[src/rtl/load_store_unit_if.sv]
// load_store_unit_if
//   Core-side request/response channel of the load/store unit.
//   master : the core (drives the request, observes ready and the response)
//   slave  : the load/store unit
//   Signals:
//     req_valid/req_ready   request handshake, transfer on valid && ready
//     req_we                1 = store, 0 = load
//     req_size              00 byte, 01 half, 10 word, 11 illegal
//     req_unsigned          loads: 1 = zero-extend, 0 = sign-extend
//     req_addr              byte address
//     req_wdata             store data, right-justified
//     resp_valid            single-cycle response pulse
//     resp_rdata            extended load data (0 for stores/misaligned)
//     resp_misaligned       request was misaligned or illegal
interface load_store_unit_if #(
    parameter int ADDR_W = 32
);
    logic              req_valid;
    logic              req_ready;
    logic              req_we;
    logic [1:0]        req_size;
    logic              req_unsigned;
    logic [ADDR_W-1:0] req_addr;
    logic [31:0]       req_wdata;
    logic              resp_valid;
    logic [31:0]       resp_rdata;
    logic              resp_misaligned;

    modport master (
        output req_valid, req_we, req_size, req_unsigned, req_addr, req_wdata,
        input  req_ready, resp_valid, resp_rdata, resp_misaligned
    );

    modport slave (
        input  req_valid, req_we, req_size, req_unsigned, req_addr, req_wdata,
        output req_ready, resp_valid, resp_rdata, resp_misaligned
    );
endinterface

[src/rtl/load_store_unit.sv]
// load_store_unit
//   Sub-word load/store front end between the core memory stage and a
//   word-wide data memory with a registered read port.
//   - Only word-aligned addresses are presented to memory.
//   - Byte/half stores are done as read-modify-write.
//   - Byte/half loads are sign- or zero-extended.
//   - Misaligned or illegal-size requests answer immediately and never
//     touch memory.
//   Ports:
//     clk, rst   clock, asynchronous active-high reset
//     core       load_store_unit_if.slave request/response channel
//     mem_a      word-aligned memory address (0 when idle)
//     mem_wd     memory write data (0 outside the write cycle)
//     mem_we     memory write enable (memory reads while low)
//     mem_rd     memory read data, valid the cycle after the address edge
module load_store_unit #(
    parameter int ADDR_W = 32
) (
    input  logic              clk,
    input  logic              rst,
    load_store_unit_if.slave  core,
    output logic [ADDR_W-1:0] mem_a,
    output logic [31:0]       mem_wd,
    output logic              mem_we,
    input  logic [31:0]       mem_rd
);

    typedef enum logic [2:0] {
        IDLE,
        LD_RD,
        RMW_RD,
        WR,
        RESP
    } state_t;

    localparam logic [1:0] SZ_BYTE = 2'b00;
    localparam logic [1:0] SZ_HALF = 2'b01;
    localparam logic [1:0] SZ_WORD = 2'b10;

    state_t            state;
    state_t            state_nx;

    // Request captured at the handshake.
    logic [ADDR_W-1:0] addr_q;
    logic [1:0]        size_q;
    logic              we_q;
    logic              uns_q;
    logic              mis_q;
    logic [31:0]       wdata_q;

    logic              accept;
    logic              req_mis;

    // Lane handling
    logic [4:0]        lane_shift;
    logic [31:0]       lane_mask;
    logic [31:0]       lane_data;
    logic [31:0]       merged;
    logic [31:0]       rd_shifted;
    logic [31:0]       load_ext;

    assign accept = core.req_valid && (state == IDLE);

    always_comb begin
        req_mis = 1'b0;
        case (core.req_size)
            SZ_BYTE: req_mis = 1'b0;
            SZ_HALF: req_mis = core.req_addr[0];
            SZ_WORD: req_mis = |core.req_addr[1:0];
            default: req_mis = 1'b1;
        endcase
    end

    // NOTE: sequential state uses non-blocking assignments so every register
    // samples the pre-edge values regardless of statement order.
    always_ff @(posedge clk or posedge rst) begin
        if (rst) begin
            state <= IDLE;
        end else begin
            state <= state_nx;
        end
    end

    always_ff @(posedge clk or posedge rst) begin
        if (rst) begin
            addr_q  <= '0;
            size_q  <= '0;
            we_q    <= 1'b0;
            uns_q   <= 1'b0;
            mis_q   <= 1'b0;
            wdata_q <= '0;
        end else if (accept) begin
            addr_q  <= core.req_addr;
            size_q  <= core.req_size;
            we_q    <= core.req_we;
            uns_q   <= core.req_unsigned;
            mis_q   <= req_mis;
            wdata_q <= core.req_wdata;
        end
    end

    // Lane position: byte k sits at bits [8k+7:8k], half h at [16h+15:16h].
    // mem_rd is the word read for the latched address, so it feeds both the
    // store merge (in WR) and the load extension (in RESP).
    always_comb begin
        lane_shift = '0;
        lane_mask  = '0;
        if (size_q == SZ_BYTE) begin
            lane_shift = {addr_q[1:0], 3'b000};
            lane_mask  = 32'h0000_00FF << lane_shift;
        end else begin
            lane_shift = {addr_q[1], 4'b0000};
            lane_mask  = 32'h0000_FFFF << lane_shift;
        end
        lane_data  = wdata_q << lane_shift;
        merged     = (mem_rd & ~lane_mask) | (lane_data & lane_mask);
        rd_shifted = mem_rd >> lane_shift;
        case (size_q)
            SZ_BYTE: load_ext = {{24{~uns_q & rd_shifted[7]}},  rd_shifted[7:0]};
            SZ_HALF: load_ext = {{16{~uns_q & rd_shifted[15]}}, rd_shifted[15:0]};
            default: load_ext = mem_rd;
        endcase
    end

    // NOTE: every signal written here is given a default first, so no path
    // through the case leaves a value unassigned and no latch is inferred.
    always_comb begin
        state_nx             = state;
        core.req_ready       = (state == IDLE);
        core.resp_valid      = 1'b0;
        core.resp_rdata      = '0;
        core.resp_misaligned = 1'b0;
        mem_a                = '0;
        mem_wd               = '0;
        mem_we               = 1'b0;

        // The aligned address stays on the bus from the read cycle through
        // RESP so the registered read data remains valid for the load result.
        if (state != IDLE && !mis_q) begin
            mem_a = {addr_q[ADDR_W-1:2], 2'b00};
        end

        case (state)
            IDLE: begin
                if (accept) begin
                    if (req_mis) begin
                        state_nx = RESP;
                    end else if (!core.req_we) begin
                        state_nx = LD_RD;
                    end else if (core.req_size == SZ_WORD) begin
                        state_nx = WR;
                    end else begin
                        state_nx = RMW_RD;
                    end
                end
            end
            LD_RD:  state_nx = RESP;
            RMW_RD: state_nx = WR;
            WR: begin
                mem_we   = 1'b1;
                mem_wd   = (size_q == SZ_WORD) ? wdata_q : merged;
                state_nx = RESP;
            end
            RESP: begin
                core.resp_valid      = 1'b1;
                core.resp_misaligned = mis_q;
                if (!we_q && !mis_q) begin
                    core.resp_rdata = load_ext;
                end
                state_nx = IDLE;
            end
            default: state_nx = IDLE;
        endcase
    end

endmodule

[src/flat_wrapper.sv]
// flat-port wrapper written by rule: the top's interface ports become plain ports
module load_store_unit_flat 
#(
    parameter int ADDR_W = 32
)
  (clk, rst, mem_a, mem_wd, mem_we, mem_rd, core_req_valid, core_req_we, core_req_size, core_req_unsigned, core_req_addr, core_req_wdata, core_req_ready, core_resp_valid, core_resp_rdata, core_resp_misaligned);
  load_store_unit_if #(.ADDR_W(ADDR_W)) core_i ();
  input  logic clk;
  input  logic rst;
  output logic [ADDR_W-1:0] mem_a;
  output logic [31:0] mem_wd;
  output logic mem_we;
  input  logic [31:0] mem_rd;
  input wire logic [$bits(core_i.req_valid)-1:0] core_req_valid;
  input wire logic [$bits(core_i.req_we)-1:0] core_req_we;
  input wire logic [$bits(core_i.req_size)-1:0] core_req_size;
  input wire logic [$bits(core_i.req_unsigned)-1:0] core_req_unsigned;
  input wire logic [$bits(core_i.req_addr)-1:0] core_req_addr;
  input wire logic [$bits(core_i.req_wdata)-1:0] core_req_wdata;
  output wire logic [$bits(core_i.req_ready)-1:0] core_req_ready;
  output wire logic [$bits(core_i.resp_valid)-1:0] core_resp_valid;
  output wire logic [$bits(core_i.resp_rdata)-1:0] core_resp_rdata;
  output wire logic [$bits(core_i.resp_misaligned)-1:0] core_resp_misaligned;
  assign core_i.req_valid = core_req_valid;
  assign core_i.req_we = core_req_we;
  assign core_i.req_size = core_req_size;
  assign core_i.req_unsigned = core_req_unsigned;
  assign core_i.req_addr = core_req_addr;
  assign core_i.req_wdata = core_req_wdata;
  assign core_req_ready = core_i.req_ready;
  assign core_resp_valid = core_i.resp_valid;
  assign core_resp_rdata = core_i.resp_rdata;
  assign core_resp_misaligned = core_i.resp_misaligned;
  load_store_unit #(.ADDR_W(ADDR_W)) u_core (.clk(clk), .rst(rst), .core(core_i), .mem_a(mem_a), .mem_wd(mem_wd), .mem_we(mem_we), .mem_rd(mem_rd));
endmodule
[config.mk]
export PLATFORM = sky130hd
export DESIGN_NAME = load_store_unit_flat
export DESIGN_NICKNAME = d
export VERILOG_FILES = /design/src/rtl/load_store_unit_if.sv /design/src/rtl/load_store_unit.sv /design/src/flat_wrapper.sv
export SDC_FILE = /design/constraint.sdc
export NUM_CORES = 1
export LEC_CHECK = 0
export CAP_MARGIN = 30
export CORE_MARGIN = 3
export CORE_UTILIZATION = 40
export CTS_BUF_LIST = sky130_fd_sc_hd__clkbuf_4
export DETAILED_ROUTE_END_ITERATION = 8
export GPL_TIMING_DRIVEN = 0
export PLACE_DENSITY_LB_ADDON = 0.08
export SLEW_MARGIN = 20
export SYNTH_ARGS = -nofsm -noshare
export SYNTH_HDL_FRONTEND = slang
export SYNTH_SLANG_ARGS = --single-unit
[constraint.sdc]
create_clock -name clk -period 2.53 [get_ports clk]
set_clock_uncertainty 0.2 [all_clocks]
set_input_delay 0.759 -clock clk [delete_from_list [all_inputs] [get_ports clk]]
set_output_delay 0.759 -clock clk [all_outputs]
set_load 0.03 [all_outputs]
## After elaboration in Yosys (flattened, before gate mapping)

Index checks and enable logic that the tools add are counted.

- Register bits: 72
- Bits of input ports: 103
- Output and inout bits: 100
- Word-level logic and storage cells: 55

- Equality and inequality tests: 9
- Shift operators: 4
- Multiplexer cells: 17
- Bitwise gates (word level): 7
- Reduce and logical (&&, ||, !) cells: 11

Operator list:

| cell | number |
|---|---|
| $mux 32 | 6 |
| $and 32x32->32 | 2 |
| $pmux 32 s2 | 1 |
| $not 32->32 | 1 |
| $or 32x32->32 | 1 |
| $shl 16x5->32 const A | 1 |
| $shl 32x5->32 | 1 |
| $shl 8x5->32 const A | 1 |
| $shr 32x5->16 | 1 |
| $mux 3 | 3 |
| $pmux 3 s3 | 1 |
| $eq 3x2->1 const B | 2 |
| $eq 2x1->1 const B | 2 |
| $eq 2x2->1 const B | 2 |
| $logic_not 2->1 | 2 |
| $mux 1 | 4 |
| $mux 4 | 1 |
| $reduce_or 2->1 | 2 |
| $eq 3x1->1 const B | 1 |
| $eq 3x3->1 const B | 1 |
| $logic_and 1x1->1 | 3 |
| $logic_not 3->1 | 1 |
| $pmux 1 s3 | 1 |
| $reduce_bool 3->1 | 1 |
| other kinds (4) | 6 |

## Depth between registers and ports, before layout

Gate-level depths: netlist of the first run.

- Depth in word-level cells: 7
- Gate-level depth with buffers: 6

## Least setup slack after synthesis of the first run

Ideal clock, no wire load.

- Path type: reg-to-output
- Start: register u_core.state[0]
- End: output core_resp_rdata[16]
- Arrival: 2.709 ns
- Setup slack: -1.138 ns
- Cell stages (with the launch flop): 4
- Buffers on the path: 0
- Path through: dfrtp_1 -> nor3b_4 -> nand3_2 -> a2111oi_0

- Word-level cells in the longest chain between the ends: 2

RTL lines:

| element | RTL line | source |
|---|---|---|
| start: declaration | load_store_unit.sv:40 | `state_t state;` |
| start signal: assignment | load_store_unit.sv:80 | `state <= state_nx;` |
| $eq 3x3->1 | load_store_unit.sv:143 | `case (state)` |
| $mux 32 | load_store_unit.sv:143 |  |
| end: declaration | flat_wrapper.sv:22 | `output wire logic [$bits(core_i.resp_rdata)-1:0] core_resp_rdata;` |

No other way between the ends.

## Worst setup path after layout of the first run

- Start: register u_core.size_q[0]
- End: output core_resp_rdata[3]

- Word-level cells in the longest chain between the ends: 6
- Elaborated cells on any way between the ends: 7
- Classes of those cells: 1 x eq/ne; 1 x shift; 4 x mux; 1 x reduce/logical

RTL lines:

| element | RTL line | source |
|---|---|---|
| start: declaration | load_store_unit.sv:45 | `logic [1:0] size_q;` |
| start signal: assignment | load_store_unit.sv:94 | `size_q <= core.req_size;` |
| $logic_not 2->1 | load_store_unit.sv:108, load_store_unit.sv:118 |  |
| $mux 4 | load_store_unit.sv:108 | `if (size_q == SZ_BYTE) begin` |
| $shr 32x5->16 | load_store_unit.sv:117 | `rd_shifted = mem_rd >> lane_shift;` |
| $pmux 32 s2 (*) | load_store_unit.sv:118 | `case (size_q)` |
| $mux 32 (*) | load_store_unit.sv:167 | `if (!we_q && !mis_q) begin` |
| $mux 32 (*) | load_store_unit.sv:143 |  |

Every way passes the cells marked *; elsewhere a longest branch is shown, timed or not.

==> flow_metrics.env, run 1 <==
export IMPL_status="finished with violations"
export IMPL_violations="setup timing"
export IMPL_post_drt_wl_per_cell_um=22.17
export IMPL_netlist_area_leader_share_pct=38.45
export IMPL_cp_arrival_ns=2.20
export IMPL_m1WireLength_um=7361
export IMPL_yosys_register_bits=72
export IMPL_slew_violations=0
export IMPL_grt_max_degree=32
export IMPL_mostFrequentLayoutCells="clkdlybuf4s50_1, buf_4, buf_6"
export IMPL_cts_tree="done"
export IMPL_ir_drop_mv=0.9278
export IMPL_yosys_top_cells_area="dfrtp_1, mux2_2, mux2i_1"
export IMPL_first_pass_iters=6
export IMPL_io_pin_count=203
export IMPL_p_comb_share_pct=72.1
export IMPL_setup_viol=94
export IMPL_drive_above_1_share_pct=57.26
export IMPL_cts_sinks=72
export IMPL_cts_buffers=9
export IMPL_gp_routability_congestion=0.9561
export IMPL_syn_cell_area_sq_um=4686
export IMPL_vias_per_cell=5.763
export IMPL_portBuffers=200
export IMPL_rows=38
export IMPL_wl_met2_um=9946
export IMPL_vias=5135
export IMPL_p_clk_share_pct=7.8
export IMPL_postSynthCellCount=476
export IMPL_place_ws_ns=-1.558
export IMPL_postLayoutCoreUtil_pct=81.87
export IMPL_yosysWarnings=0
export IMPL_syn_area_per_cell_sq_um=9.844
export IMPL_min_from="u_core.addr_q[24]"
export IMPL_drc=0
export IMPL_critPathSlowestCell="dfrtp_2"
export IMPL_die_w_um=114.2
export IMPL_core_sq_um=11130
export IMPL_intPower_w=0.006467
export IMPL_antenna_found_initial=0
export IMPL_period_share_pct=124.9
export IMPL_fin_crit_ns=3.160
export IMPL_p_seq_share_pct=20.1
export IMPL_rsz0062_at_grt="true"
export IMPL_dp_hpwl_um=13630
export IMPL_cp_max_fo=8
export IMPL_fmax_mhz=316.5
export IMPL_diodes=0
export IMPL_grt_pass1_vias=5403
export IMPL_nFillCells=656
export IMPL_power_density_nw_per_um2=1284
export IMPL_p_leak_nw=3.746
export IMPL_crit_type="flop to output pin"
export IMPL_cts_hold_buffers=0
export IMPL_highest_signal_layer="met4"
export IMPL_setup_tns_final_ns=-45.97
export IMPL_worstSetupStartpoint="u_core.size_q[0]"
export IMPL_dieHeight_um=114.2
export IMPL_drt_iter0_markers=314
export IMPL_endpoint_kind="output pin"
export IMPL_ant_nets=0
export IMPL_switchingPower_w=0.005233
export IMPL_switching_share_pct=44.73
export IMPL_grt_util_all_layers_pct=28.49
export IMPL_grt_pass1_wl_um=28930
export IMPL_routed_wl_um=19760
export IMPL_die_area_sq_um=13050
export IMPL_seq_area_frac_synth_pct=38.45
export IMPL_clk_latency_ns=0.43
export IMPL_path_cells="or3b_4 -> buf_12 -> mux2i_1 -> o32ai_4 -> buf_6"
export IMPL_maxCapViolCount=0
export IMPL_start_kind="flop"
export IMPL_cp_slowest_stage_delay_ns=0.48
export IMPL_worstPathRequired_ns=1.57
export IMPL_p_total_w=0.01170
export IMPL_overflow=0
export IMPL_clockBufferDepth=2
export IMPL_hold_ws_ns=0.3200
export IMPL_hold_class="flop to flop"
export IMPL_worstReg2RegStart="u_core.state[1]"
export IMPL_synth_cell_types=46
export IMPL_final_common_cell="clkdlybuf4s50_1"
export IMPL_final_hold_viol_count=0
export IMPL_wl_met3_um=1732
export IMPL_root_buffer="clkbuf_4"
export IMPL_fin_nets=850
export IMPL_synth_top_area_cell="dfrtp_1"
export IMPL_initial_core_util_pct=42.12
export IMPL_area_delta_synth_final_pct=94.39
export IMPL_finalWorstSetupSlack_ns=-0.6301
export IMPL_clk_pin_slew_ns=0.11
export IMPL_h_tree_depth=3
per-layer routing:
layer | vias to the layer above | global-route usage [%]
met3 | 60 | 8.245
met5 | - | 0
met1 | 2515 | 33.57
met2 | 284 | 48.13
li1 | 2276 | -
met4 | 0 | 12.75
metrics by stage:
| stage | cell area [sq um] | cells |
|---|---|---|
| 3_3_place_gp | 7615 | 817 |
| 3_5_place_dp | 7655 | 819 |
| 2_1_floorplan | 5438 | 477 |
| 5_1_grt | 9109 | 891 |
| 4_1_cts | 8682 | 875 |
| 6_report | 9109 | 891 |
state kept, by name, summed over array words and instances, names as in the netlist:
signal,count
u_core.wdata_q,32
u_core.state,3
u_core.addr_q,32
u_core.mis_q,1
u_core.uns_q,1
u_core.size_q,2
u_core.we_q,1
area by class of cell:
class	instances	area (sq um)	area share [%]
repair buffers	264	2704	29.68
multi-input cells	328	3702	40.65
well taps	140	175.2	1.923
clock buffers	9	67.56	0.7418
clock inverters	6	107.6	1.181
plain buffers	38	407.9	4.478
flip-flops and latches	72	1807	19.84
inverters	34	137.6	1.511
kinds of logic (layout without fill, tap and decap cells):
family                 after synthesis  after routing  share of synthesized area (%)
flip-flops                          72             72                          38.45
AND/OR/NAND/NOR                    130            130                          15.73
multiplexers                        92             92                          21.74
other                                1              2                        0.08003
buffers and inverters               77            351                          8.384
AO/OA/AOI/OAI                      104            104                          15.62
worst max-delay path: cells and delay by family, from the launching register on:
kind / cells / cell delay, ns
muxes: 1 / 0.16
and+or+nand+nor: 1 / 0.48
AOI/OAI and AO/OA: 1 / 0.30
DFF: 1 / 0.48
buffers and inverters: 2 / 0.34
what timing repair did:
action,CTS,global route
resized for setup,793,90
endpoints found under the setup margin,98,97
buffers inserted,36,25
pin swaps,46,49
cloned,5,0
endpoints found under the hold margin,0,0
Yosys cell counts (all sizes together):
library cell,number
or3,1
a21oi,5
nor3b,2
nor2b,2
o32ai,7
mux2i,23
or3b,1
o211ai,1
nor2,17
nor3,11
nand4,1
or4b,1
conb,1
a21boi,7
buf,27
a221oi,25
a211oi,10
o21ai,35
dfrtp,72
or2,1
o221ai,1
clkbuf,16
a2111oi,3
nor4,21
clkinv,3
inv,31
mux2,68
and2,32
o22ai,9
nand3,11
nand2b,2
mux4,1
and3b,1
or2b,1
o21a,1
nand2,25
power groups by stage:
stage | Combinational [W] | Sequential, W | Clock (W)
after global routing | 0.00884 | 0.00240 | 0.000971
after CTS | 0.00755 | 0.00226 | 0.000923
after detailed placement | 0.00574 | 0.00223 | 0
after floorplan | 0.00421 | 0.00204 | 0
after global placement | 0.00560 | 0.00219 | 0
final | 0.00844 | 0.00236 | 0.000908
worst paths after layout:
kind | depth (start not counted) | slack (ns) | to
setup / recovery | 5 | -0.63 | core_resp_rdata[3]
hold / removal | 1 | 0.32 | u_core.addr_q[24]
setup reg to reg | 7 | 0.37 | u_core.wdata_q[30]
hold reg to reg | 1 | 0.32 | u_core.addr_q[24]
max in group asynchronous | 3 | 1.21 | u_core.wdata_q[15]
min in group asynchronous | 2 | 0.44 | u_core.addr_q[31]
Note: power is estimated with default switching activity, not from simulation.
==> run 2, diff against run 1 <==
--- a/config.mk
+++ b/config.mk
@@ -9,6 +9,7 @@
 export CORE_MARGIN = 3
 export CORE_UTILIZATION = 40
 export CTS_BUF_LIST = sky130_fd_sc_hd__clkbuf_4
+export CTS_CLUSTER_DIAMETER = 50
 export DETAILED_ROUTE_END_ITERATION = 8
 export GPL_TIMING_DRIVEN = 0
 export PLACE_DENSITY_LB_ADDON = 0.08
==> results of run 2 <==
No change in the layout: final DEF, timing and power equal those of run 1.
==> run 3, diff against run 2 <==
--- a/config.mk
+++ b/config.mk
@@ -7,13 +7,13 @@
 export LEC_CHECK = 0
 export CAP_MARGIN = 30
 export CORE_MARGIN = 3
-export CORE_UTILIZATION = 40
+export CORE_UTILIZATION = 44
 export CTS_BUF_LIST = sky130_fd_sc_hd__clkbuf_4
 export CTS_CLUSTER_DIAMETER = 50
 export DETAILED_ROUTE_END_ITERATION = 8
 export GPL_TIMING_DRIVEN = 0
 export PLACE_DENSITY_LB_ADDON = 0.08
-export SLEW_MARGIN = 20
+export SLEW_MARGIN = 10
 export SYNTH_ARGS = -nofsm -noshare
 export SYNTH_HDL_FRONTEND = slang
 export SYNTH_SLANG_ARGS = --single-unit
==> constraint.sdc (replaced) <==
create_clock -name clk -period 3.2 [get_ports clk]
set_clock_uncertainty 0.2 [all_clocks]
set_input_delay 0.96 -clock clk [delete_from_list [all_inputs] [get_ports clk]]
set_output_delay 0.96 -clock clk [all_outputs]
set_load 0.03 [all_outputs]
==> run 3 against run 2 <==
Effect of this change:
- the flow still finishes with violations (setup timing)
- critical path depth rose by 3
- first-iteration DRC count is 0.64% higher
- sequential power is 24% lower
- wire length down 8.2%
- cell count shrank 2.2%
- highest routed layer unchanged
==> flow_metrics.env, run 3 (synthesis gave the netlist of run 1 again) <==
export IMPL_reg_largest_list="u_core.addr_q: 32 flops, u_core.wdata_q: 32 flops, u_core.state: 3 flops"
export IMPL_ant_nets=0
export IMPL_routed_wl_um=18140
export IMPL_period_share_pct=107.2
export IMPL_finalWorstSetupSlack_ns=-0.2308
export IMPL_dp_cells=814
export IMPL_initial_core_util_pct=45.39
export IMPL_h_tree_depth=3
export IMPL_p_total_w=0.007618
export IMPL_cp_arrival_ns=2.27
export IMPL_antenna_found_initial=0
export IMPL_area_delta_synth_final_pct=73.91
export IMPL_post_drt_wl_per_cell_um=20.83
export IMPL_grt_pass1_wl_um=26910
export IMPL_portBuffers=200
export IMPL_intPower_w=0.004046
export IMPL_dp_hpwl_um=13280
export IMPL_fin_cells=871
export IMPL_dieHeight_um=109.2
export IMPL_clk_pin_slew_ns=0.11
export IMPL_grt_max_degree=57
export IMPL_cts_hold_buffers=0
export IMPL_final_hold_viol_count=0
export IMPL_clk_latency_ns=0.42
export IMPL_rsz0062_at_grt="true"
export IMPL_rows=37
export IMPL_slew_violations=0
export IMPL_fmax_mhz=291.5
export IMPL_mostFrequentLayoutCells="buf_4, clkdlybuf4s50_1, dfrtp_1"
export IMPL_placed_area_sq_um=7077
export IMPL_clockBufferDepth=2
export IMPL_die_w_um=109.2
export IMPL_p_comb_share_pct=69.1
export IMPL_cts_sinks=72
export IMPL_io_pin_count=203
export IMPL_power_density_nw_per_um2=934.8
export IMPL_gp_routability_congestion=0.9357
export IMPL_root_buffer="clkbuf_4"
export IMPL_diodes=0
export IMPL_status="finished with violations"
export IMPL_crit_type="flop to output pin"
export IMPL_vias_per_cell=5.646
export IMPL_worstPathRequired_ns=2.04
export IMPL_overflow=0
export IMPL_p_leak_nw=3.545
export IMPL_cts_tree="done"
export IMPL_fin_crit_ns=3.431
export IMPL_p_seq_share_pct=23.7
export IMPL_final_common_cell="buf_4"
export IMPL_drt_iter0_markers=316
export IMPL_hold_class="flop to flop"
export IMPL_core_sq_um=10320
export IMPL_design_area_sq_um=8149
export IMPL_setup_viol=57
export IMPL_switchingPower_w=0.003572
export IMPL_first_pass_iters=4
export IMPL_die_area_sq_um=11920
export IMPL_cp_max_fo=7
export IMPL_drive_above_1_share_pct=45.17
export IMPL_endpoint_kind="output pin"
export IMPL_postLayoutCoreUtil_pct=78.94
export IMPL_fin_nets=833
export IMPL_start_kind="flop"
export IMPL_switching_share_pct=46.89
export IMPL_place_ws_ns=-1.281
export IMPL_p_clk_share_pct=7.3
export IMPL_violations="setup timing"
export IMPL_cts_buffers=9
export IMPL_drc=0
export IMPL_vias=4918
export IMPL_ir_drop_mv=0.5539
export IMPL_grt_pass1_vias=4950
export IMPL_maxCapViolCount=0
export IMPL_grt_util_all_layers_pct=29.51
run 3: critical path, stage by stage (launching register included):
cell and delay, ns:
dfrtp_1 0.40, buf_6 0.13, or3b_4 0.38, buf_12 0.16
buf_8 0.13, buf_6 0.11, a211oi_4 0.27, nor3_2 0.08
buf_4 0.18
run 3: final timing paths:
kind                              startpoint                 end  slack, ns  depth (start not counted)
max reg2reg                  u_core.state[1]  u_core.wdata_q[29]       1.17                          6
max                         u_core.size_q[1]          mem_wd[17]      -0.23                          8
min in group asynchronous                rst   u_core.addr_q[23]       0.60                          2
min reg2reg                u_core.addr_q[13]   u_core.addr_q[13]       0.31                          1
min                        u_core.addr_q[13]   u_core.addr_q[13]       0.31                          1
max in group asynchronous                rst     u_core.state[1]       1.64                          3
run 3: power groups by stage:
stage / clock [W] / combinational [W] / sequential (W)
3_5_place_dp: 0 / 0.00401 / 0.00175
5_1_grt: 0.000603 / 0.00557 / 0.00186
3_3_place_gp: 0 / 0.00393 / 0.00171
4_1_cts: 0.000569 / 0.00471 / 0.00177
6_report: 0.000552 / 0.00526 / 0.00180
2_1_floorplan: 0 / 0.00283 / 0.00161
run 3: final cells by class:
class / instances / area (sq um)
plain buffers: 43 / 387.9
flip-flops and latches: 72 / 1807
inverters: 34 / 133.9
well taps: 136 / 170.2
fillers: 698 / 2175
repair buffers: 242 / 2263
multi-input cells: 328 / 3257
clock inverters: 7 / 62.56
clock buffers: 9 / 67.56
run 3: repair_timing:
| action | 4_1_cts | 5_1_grt |
|---|---|---|
| gates cloned | 3 | 1 |
| gates resized for setup | 604 | 84 |
| pin swaps | 34 | 40 |
| buffers inserted | 25 | 13 |
| setup endpoints to repair | 97 | 95 |
run 3: routing by layer:
metal / track usage [%] / vias up / part of all wire [%]
li1: - / 2257 / -
met1: 36.00 / 2392 / 39
met2: 49.87 / 225 / 49
met3: 7.815 / 44 / 8.7
met4: 11.31 / 0 / 3.8
met5: 0 / - / 0
run 3: through the flow:
stage	hold WS [ns]	TNS (ns)
after floorplan	0.2720	-1.336
after global placement	0.2805	-118.80
after detailed placement	0.2876	-50.52
after CTS	0.3127	-5.372
after global routing	0.3297	-11.92
final	0.3077	-7.743
